### src/rtl/uart_pkg.sv
// Shared types and constants for the UART transmitter (and the planned receiver).
package uart_pkg;

  typedef enum logic [2:0] {
    IDLE,
    WAIT_TICK,
    START,
    DATA,
    PARITY,
    STOP
  } uart_tx_state_t;

  localparam logic UART_IDLE_LEVEL = 1'b1;

  // Wide enough to count up to 9 data bits.
  localparam int UART_CNT_W = 4;

endpackage

### src/rtl/uart_tx_edge_rise.sv
// Rising-edge detector for a level that is already synchronous to clk.
// The previous sample resets high so a level that is high out of reset gives no pulse.
module edge_rise (
  input  logic clk,
  input  logic rst,
  input  logic level_in,
  output logic pulse_out
);

  logic prev_q, prev_d;

  always_comb begin
    prev_d = level_in;
  end

  // NOTE: sequential state uses non-blocking assignments so every flop samples pre-edge values.
  always_ff @(posedge clk or posedge rst) begin
    if (rst) prev_q <= 1'b1;
    else     prev_q <= prev_d;
  end

  assign pulse_out = level_in & ~prev_q;

endmodule

### src/rtl/uart_tx.sv
// 8N1 serial transmitter paced by rising edges of the divided clock level baud_in.
// Define UART_TX_PARITY_EN to add an even-parity bit between data and stop bits.
module uart_tx
  import uart_pkg::*;
#(
  parameter int DATA_BITS = 8,
  parameter int STOP_BITS = 1
) (
  input  logic                 clk,
  input  logic                 rst,
  input  logic                 baud_in,
  input  logic [DATA_BITS-1:0] tx_data,
  input  logic                 tx_valid,
  output logic                 tx_ready,
  output logic                 tx,
  output logic                 busy
);

  localparam logic [UART_CNT_W-1:0] LAST_DATA = UART_CNT_W'(DATA_BITS - 1);
  localparam logic [UART_CNT_W-1:0] LAST_STOP = UART_CNT_W'(STOP_BITS - 1);

  uart_tx_state_t         state_q, state_d;
  logic [DATA_BITS-1:0]   shift_q, shift_d;
  logic [UART_CNT_W-1:0]  cnt_q, cnt_d;
  logic                   tx_q, tx_d;
  logic                   tick;
`ifdef UART_TX_PARITY_EN
  logic                   parity_q, parity_d;
`endif

  edge_rise u_edge_rise (
    .clk       (clk),
    .rst       (rst),
    .level_in  (baud_in),
    .pulse_out (tick)
  );

  assign tx_ready = (state_q == IDLE);
  assign busy     = (state_q != IDLE);
  assign tx       = tx_q;

  always_comb begin
    // NOTE: every combinational output gets a default first so no path infers a latch.
    state_d = state_q;
    shift_d = shift_q;
    cnt_d   = cnt_q;
    tx_d    = tx_q;
`ifdef UART_TX_PARITY_EN
    parity_d = parity_q;
`endif

    unique case (state_q)
      IDLE: begin
        // A tick in the handshake cycle is deliberately ignored.
        if (tx_valid) begin
          shift_d = tx_data;
          cnt_d   = '0;
          state_d = WAIT_TICK;
`ifdef UART_TX_PARITY_EN
          parity_d = ^tx_data;
`endif
        end
      end
      WAIT_TICK: begin
        if (tick) begin
          tx_d    = ~UART_IDLE_LEVEL;
          state_d = START;
        end
      end
      START: begin
        if (tick) begin
          tx_d    = shift_q[0];
          shift_d = shift_q >> 1;
          cnt_d   = '0;
          state_d = DATA;
        end
      end
      DATA: begin
        if (tick) begin
          if (cnt_q == LAST_DATA) begin
            cnt_d = '0;
`ifdef UART_TX_PARITY_EN
            tx_d    = parity_q;
            state_d = PARITY;
`else
            tx_d    = UART_IDLE_LEVEL;
            state_d = STOP;
`endif
          end else begin
            tx_d    = shift_q[0];
            shift_d = shift_q >> 1;
            cnt_d   = cnt_q + 1'b1;
          end
        end
      end
`ifdef UART_TX_PARITY_EN
      PARITY: begin
        if (tick) begin
          tx_d    = UART_IDLE_LEVEL;
          state_d = STOP;
        end
      end
`endif
      STOP: begin
        if (tick) begin
          if (cnt_q == LAST_STOP) begin
            cnt_d   = '0;
            state_d = IDLE;
          end else begin
            cnt_d = cnt_q + 1'b1;
          end
        end
      end
      default: begin
        tx_d    = UART_IDLE_LEVEL;
        state_d = IDLE;
      end
    endcase
  end

  always_ff @(posedge clk or posedge rst) begin
    if (rst) begin
      state_q <= IDLE;
      shift_q <= '0;
      cnt_q   <= '0;
      tx_q    <= UART_IDLE_LEVEL;
    end else begin
      state_q <= state_d;
      shift_q <= shift_d;
      cnt_q   <= cnt_d;
      tx_q    <= tx_d;
    end
  end

`ifdef UART_TX_PARITY_EN
  always_ff @(posedge clk or posedge rst) begin
    if (rst) parity_q <= 1'b0;
    else     parity_q <= parity_d;
  end
`endif

endmodule

### config.mk
export PLATFORM = sky130hd
export DESIGN_NAME = uart_tx
export DESIGN_NICKNAME = d
export VERILOG_FILES = /design/src/rtl/uart_pkg.sv /design/src/rtl/uart_tx_edge_rise.sv /design/src/rtl/uart_tx.sv
export SDC_FILE = /design/constraint.sdc
export NUM_CORES = 1
export LEC_CHECK = 0
export BUFFER_PORTS_ARGS = -buffer_cell sky130_fd_sc_hd__buf_4
export CORE_ASPECT_RATIO = 1.4
export CORE_MARGIN = 1
export CORE_UTILIZATION = 35
export DETAILED_ROUTE_END_ITERATION = 10
export GPL_ROUTABILITY_DRIVEN = 0
export PLACE_DENSITY = 0.58
export SLEW_MARGIN = 20
export SYNTH_ARGS = -nofsm -noshare
export SYNTH_HDL_FRONTEND = slang
export SYNTH_SLANG_ARGS = --single-unit
### constraint.sdc
create_clock -name clk -period 1.55 [get_ports clk]
set_input_delay 0.2325 -clock clk [delete_from_list [all_inputs] [get_ports clk]]
set_output_delay 0.2325 -clock clk [all_outputs]
set_load 0.02 [all_outputs]
==> metrics.md, run 1 <==
| Metric | Value |
|---|---|
| Initial DRC Count | `12` |
| Antenna cells | `0` |
| Min Tclk post-route | `~1.6 ns` |
| Worst Hold Launch | `baud_in` |
| RSZ-0062 raised after global routing | `true` |
| Rows | `22` |
| Ports | `15` |
| Area of the multi-input gates | `~550 sq um` |
| Worst-path fanout max | `4` |
| Setup crit start kind | `flip-flop` |
| Die area | `around 3000 sq um` |
| Initial antenna violation count | `0` |
| Via count | `between 800 and 900` |
| Min-Delay Path Class | `input port to flip-flop` |
| TritonCTS Buffers | `3` |
| Die width | `roughly 47 um` |
| Worst Path Arrival | `1.81 ns` |
| Slew Viols, Final | `0` |
| Worst path cell trace | `inv_2 -> ha_1 -> nor3b_4 -> o22a_1 -> nor3_4 -> a221o_1` |
| CTS Buffer Depth | `2` |
| Hold slack | `0.0595 ns` |
| PwrDens | `between 1000 and 1500 nW/um^2` |
| Largest net degree at the start of global routing | `18` |
| DR pass1 iterations | `4` |
| Place WS | `-0.0861 ns` |
| Reg2Reg Depth | `6` |
| Worst r2r src | `cnt_q[0]` |
| Pleak | `about 0.6 nW` |
| Register area share after synthesis | `0.426` |
| Fmax | `619 MHz` |
| Worst hold path depth | `1` |
| Slowest stage delay, CP | `between 0.4 and 0.5 ns` |
| Worst Path Required | `roughly 1.7 ns` |
| Async SR Flop Fraction | `1.00` |
| Number of vias per cell | `5.12` |
| Mapped Area | `about 1000 sq um` |
| Clock Root Buffer | `clkbuf_4` |
| Syn avg cell area | `10.1 sq um` |
| Die Y | `65.4 um` |
| Post-synth EDFFs | `0` |
| Register area | `roughly 430 sq um` |
| Fillcell total | `250` |
| Final WL | `~2300 um` |
| Final HPWL DP | `approximately 1500 um` |
| Worst hold endpoint | `u_edge_rise.prev_q` |
| Worst-path clk slew | `~0.11 ns` |
| Final Setup Violations | `2` |
| Post-DRT Antenna Nets | `0` |
| Violated checks | `negative setup slack` |
| First-pass GRT wire length | `~3700 um` |
| Slowest CP cell | `dfrtp_1` |
| Clock skew | `between 0.003 and 0.004 ns` |
| Vias in the first global route | `about 830` |
| Design Area, Final | `approximately 1400 sq um` |
| Synth warnings | `0` |
| Cell count after synthesis | `99` |
| Fin nets | `~150` |
| GRT Total Usage | `0.162` |
| Core Area | `about 2700 sq um` |
| Synth Flop Type | `dfrtp_1` |
| CTS tree | `built` |
| Commonest non-fill, non-tap cell in the layout | `buf_4` |
| Area grow syn2layout | `38.9%` |
| Placed Instances | `around 160` |
| Number of port buffers | `14` |
| Setup ws final | `-0.0642 ns` |
| Worst slew margin | `0.810` |
| Commonest non-fill, non-tap cells in the layout | `buf_4, dfrtp_1, o21ai_1` |
| Cell variety after synth | `36` |
| Reg2reg end | `cnt_q[3]` |
| Worst-Margin Slew | `0.285 ns` |
| Final Power | `1.85 mW` |
| Setup slack, reg-to-reg | `-0.06 ns` |
| Setup CP Type | `flip-flop to flip-flop` |
| Layout Cells excl Fill | `169` |
| Cell Area, Placed | `1220 sq um` |
| Max-cap viol count | `0` |
| Starting Density | `0.376` |
| Final period util | `1.04` |
| Clock Latency Late Sink | `around 0.30 ns` |
| Status | `finished, violations left` |
| Final Hold Vio Count | `0` |
| Htree depth | `1` |
| Layout cells sized above 1 | `0.459` |
| Sink Count | `17` |
| Synth Register Bits | `17` |
| Critical path capture point type | `flip-flop` |
| Wire per inst | `roughly 13 um` |
| Syn_nets | `113` |
| Worst VDD drop | `~0.58 mV` |
| # DRC | `0` |
| Gr ovfl total | `0` |
## layout make-up
class,instances,area share
inverters,8,0.0251
flip-flops and latches,17,0.309
repair buffers,34,0.220
multi-input cells,70,0.395
clock buffers,3,0.0161
clock inverters,1,0.00359
well taps,36,0.0323
## layer usage
layer / track usage / vias to the layer above / wire, um
met5: 0 / - / 0
met4: 0.0429 / 0 / 25
met3: 0.0165 / 4 / 48
met2: 0.264 / 12 / 1130
met1: 0.220 / 423 / 1060
li1: - / 426 / -
## power by group
part           switching (mW)  internal (mW)
combinational           0.390          0.462
clock                   0.157         0.0962
sequential              0.148          0.592
## stage by stage
step            util  setup TNS (ns)
6_report       0.522         -0.0932
5_1_grt        0.522          -0.375
4_1_cts        0.497         -0.0424
3_5_place_dp   0.459          -0.120
3_3_place_gp   0.459         -0.0305
2_1_floorplan      -               0
## critical path: cells and delay by family (launching register included)
kind	cells	cell delay (ns)
AOI/OAI and AO/OA	2	0.55
adders and majority gates	1	0.14
buffers and inverters	1	0.07
DFF	1	0.42
and+or+nand+nor	2	0.33
## cell usage after synthesis, types with 2 or more instances
master | number | area [sq um]
nand2b_1 | 2 | 12.5
nand3_1 | 4 | 20.0
o21ai_0 | 9 | 45.0
nand3b_1 | 3 | 22.5
o22ai_1 | 2 | 12.5
nand2_1 | 10 | 37.5
dfrtp_1 | 15 | 375
buf_6 | 4 | 45.0
mux2i_1 | 7 | 70.1
inv_1 | 8 | 30.0
ha_1 | 2 | 25.0
a21oi_1 | 4 | 20.0
nor2_1 | 2 | 7.51
dfstp_2 | 2 | 52.6
o21ai_1 | 4 | 20.0
## kinds of logic (layout without fill, tap and decap cells)
family / after synthesis / count (layout) / share of synthesized area
flops: 17 / 17 / 0.426
simple gates: 31 / 31 / 0.198
buf+inv: 12 / 46 / 0.0747
mux: 8 / 8 / 0.0809
compound gates: 29 / 29 / 0.196
fa+ha+maj: 2 / 2 / 0.0249
## worst max-delay path by stage
stage                             from       end  slack (ns)
floorplan           u_edge_rise.prev_q  cnt_q[3]       0.008
CTS                 u_edge_rise.prev_q  cnt_q[3]       -0.02
finish                        cnt_q[0]  cnt_q[3]       -0.06
detailed placement  u_edge_rise.prev_q  cnt_q[3]       -0.09
global placement    u_edge_rise.prev_q  cnt_q[3]       -0.03
global route                  cnt_q[1]  cnt_q[3]       -0.11
## sequential cells by signal, summed over array words and instances (netlist names)
name                flops
cnt_q                   4
tx                      1
u_edge_rise.prev_q      1
shift_q                 8
state_q                 3
## repair_timing
item	CTS	global route
endpoints found under the hold margin	15	0
resized for setup	9	18
setup buffers	5	0
hold buffers	1	0
setup endpoints to repair	4	13
pin swaps	6	6
cloned	0	1
Note: power is estimated with default switching activity, not from simulation.
==> run 2: changes to the inputs <==
--- a/config.mk
+++ b/config.mk
@@ -5,13 +5,16 @@
 export SDC_FILE = /design/constraint.sdc
 export NUM_CORES = 1
 export LEC_CHECK = 0
+export ABC_AREA = 0
 export BUFFER_PORTS_ARGS = -buffer_cell sky130_fd_sc_hd__buf_4
+export CELL_PAD_IN_SITES_DETAIL_PLACEMENT = 1
+export CELL_PAD_IN_SITES_GLOBAL_PLACEMENT = 1
 export CORE_ASPECT_RATIO = 1.4
 export CORE_MARGIN = 1
 export CORE_UTILIZATION = 35
 export DETAILED_ROUTE_END_ITERATION = 10
 export GPL_ROUTABILITY_DRIVEN = 0
-export PLACE_DENSITY = 0.58
+export PLACE_DENSITY = 0.71
 export SLEW_MARGIN = 20
 export SYNTH_ARGS = -nofsm -noshare
 export SYNTH_HDL_FRONTEND = slang
==> run 2 against run 1 <==
  * The run still ends with negative setup slack left
  * Sequential power grew 3.0%
  * Sequential cell count unchanged
  * Utilization is 3.5 points higher
  * Routed wire length increased by 28%
  * Cell area grew 6.6%
  * Cell count is 3.6% higher
  * Critical path depth shrank 1
  * Via count up 2.9%
  * First-iteration DRC count decreased by 8.3%
  * Register-to-register slack got worse by 0.06 ns
  * Clock-buffer cell count unchanged
  * Die area is the same
  * Critical path type unchanged
  * Critical endpoint unchanged
==> metrics.md, run 2 (synthesis results as in run 1) <==
| Metric | Value |
|---|---|
| Int Pwr | `roughly 1.2 mW` |
| Area grow syn2layout | `48.1%` |
| CTS Hold Bufs | `0` |
| Final Setup Violations | `4` |
| Status | `finished, violations left` |
| Largest net degree at the start of global routing | `18` |
| Max-cap viol count | `0` |
| Sequential power share | `0.378` |
| Sw frac | `0.381` |
| Worst r2r src | `state_q[1]` |
| Largest registers | `shift_q x8, cnt_q x4, state_q x3` |
| Slew Viols, Final | `0` |
| Gr ovfl total | `0` |
| Commonest non-fill, non-tap cells in the layout | `buf_4, dfrtp_1, mux2i_1` |
| Via count | `a little under 900` |
| Area of the multi-input gates | `between 600 and 700 sq um` |
| Hold slack | `0.0372 ns` |
| TritonCTS Buffers | `3` |
| Setup crit start kind | `flip-flop` |
| Antenna cells | `0` |
| Clock Root Buffer | `clkbuf_4` |
| Fillcell total | `~320` |
| Worst Path Arrival | `1.90 ns` |
| Switch Pwr | `between 700 and 800 uW` |
| # DRC | `0` |
| Sink Count | `17` |
| Min Tclk post-route | `around 1.7 ns` |
| Setup CP Type | `flip-flop to flip-flop` |
| Largest reg by FF count | `shift_q` |
| Number of port buffers | `14` |
| Fin nets | `roughly 150` |
| Post-DRT Antenna Nets | `0` |
| Fmax | `roughly 600 MHz` |
| Violated checks | `negative setup slack` |
| Htree depth | `1` |
| Core Area | `approximately 2700 sq um` |
| Worst Path Required | `~1.8 ns` |
| Gate power share | `0.506` |
| Initial antenna violation count | `0` |
| Placed Instances | `160` |
| RSZ-0062 raised after global routing | `true` |
| Worst-path fanout max | `7` |
| Clock Latency Late Sink | `~0.28 ns` |
| Final Hold Vio Count | `0` |
| Die width | `approximately 47 um` |
| Clock share of power | `0.116` |
| Die area | `between 3000 and 4000 sq um` |
| Vias in the first global route | `908` |
| Worst-path clk slew | `approximately 0.10 ns` |
| Final HPWL DP | `1870 um` |
| Register area | `around 430 sq um` |
| First-pass GRT wire length | `roughly 4200 um` |
| Commonest non-fill, non-tap cell in the layout | `buf_4` |
| Worst VDD drop | `between 0.6 and 0.7 mV` |
| DR pass1 iterations | `3` |
| Die Y | `around 65 um` |
| Wire per inst | `around 17 um` |
| Min-Delay Path Class | `input port to asynchronous set/reset pin` |
| Ports | `15` |
| Critical path capture point type | `flip-flop` |
| Pleak | `~0.65 nW` |
| Final period util | `1.08` |
| Initial DRC Count | `11` |
| Layout Utilization | `0.557` |
| Number of vias per cell | `around 5.1` |
| Setup ws final | `-0.129 ns` |
| CTS tree | `built` |
| GRT Total Usage | `0.190` |
| Final WL | `a little under 3000 um` |
| Worst-Margin Slew | `about 0.67 ns` |
| CP Launch Point | `state_q[1]` |
| Clock skew | `around 0.0012 ns` |
| Rows | `22` |
| CTS Buffer Depth | `2` |
| Layout Cells excl Fill | `~180` |
| Max reg flops | `8` |
| PwrDens | `roughly 1400 nW/um^2` |
| Layout cells sized above 1 | `0.554` |
| Starting Density | `0.376` |
| Worst slew margin | `0.553` |
[run 2: cell count changes in the layout (fill, tap and decap cells not counted), moves of 3 or more]
cell / before / now
buf_4: 26 / 33
nand2_2: 2 / 5
nand2_1: 8 / 4
o21ai_2: 0 / 3
o21ai_1: 9 / 5
[run 2: cell type report]
type                            count  share of cell area
Multi-Input combinational cell     70               0.404
Sequential cell                    17               0.289
Timing Repair Buffer               40               0.235
Tap cell                           36              0.0303
Inverter                            8              0.0235
Clock buffer                        3              0.0151
Clock inverter                      1             0.00336
[run 2: repair_timing]
item / 4_1_cts / 5_1_grt
pin swaps: 3 / 7
gates resized for setup: 8 / 31
cloned: 0 / 1
buffers inserted: 3 / 7
setup endpoints to repair: 5 / 16
[run 2: worst paths after layout]
kind	end	slack, ns	cells past startpoint
min in group clk	u_edge_rise.prev_q	0.18	2
max reg2reg	cnt_q[3]	-0.13	5
min	shift_q[7]	0.04	2
max in group asynchronous	state_q[2]	1.05	2
min reg2reg	shift_q[3]	0.49	2
max	cnt_q[3]	-0.13	5
[run 2: power by group through the flow]
stage | Combinational [mW] | Clock (mW) | Sequential (mW)
after CTS | 0.760 | 0.253 | 0.741
after global placement | 0.696 | 0 | 0.725
after detailed placement | 0.728 | 0 | 0.739
after floorplan | 0.536 | 0 | 0.697
after global routing | 1.11 | 0.263 | 0.773
final | 1.02 | 0.235 | 0.762
[run 2: metal layers]
metal / vias to the layer above / routed length (um) / track usage
met2: 14 / 1630 / 0.325
met3: 6 / 46 / 0.0220
met5: - / 0 / 0
met4: 0 / 63 / 0.0750
li1: 434 / - / -
met1: 436 / 1160 / 0.231
[run 2: worst max-delay path: stages (launching register included)]
cell	delay, ns
dfrtp_1	0.42
buf_6	0.15
nand3b_1	0.23
o22a_1	0.29
nor3_2	0.32
a221o_1	0.22
[run 2: stage by stage]
step / TNS (ns) / setup slack (ns) / total power [mW] / area [sq um]
after detailed placement: -0.105 / -0.0883 / 1.47 / 1240
after global routing: -0.846 / -0.189 / 2.15 / 1490
final: -0.366 / -0.129 / 2.01 / 1490
after floorplan: 0 / 0.00849 / 1.23 / 1010
after global placement: -0.0242 / -0.0242 / 1.42 / 1240
after CTS: -0.117 / -0.0674 / 1.75 / 1310
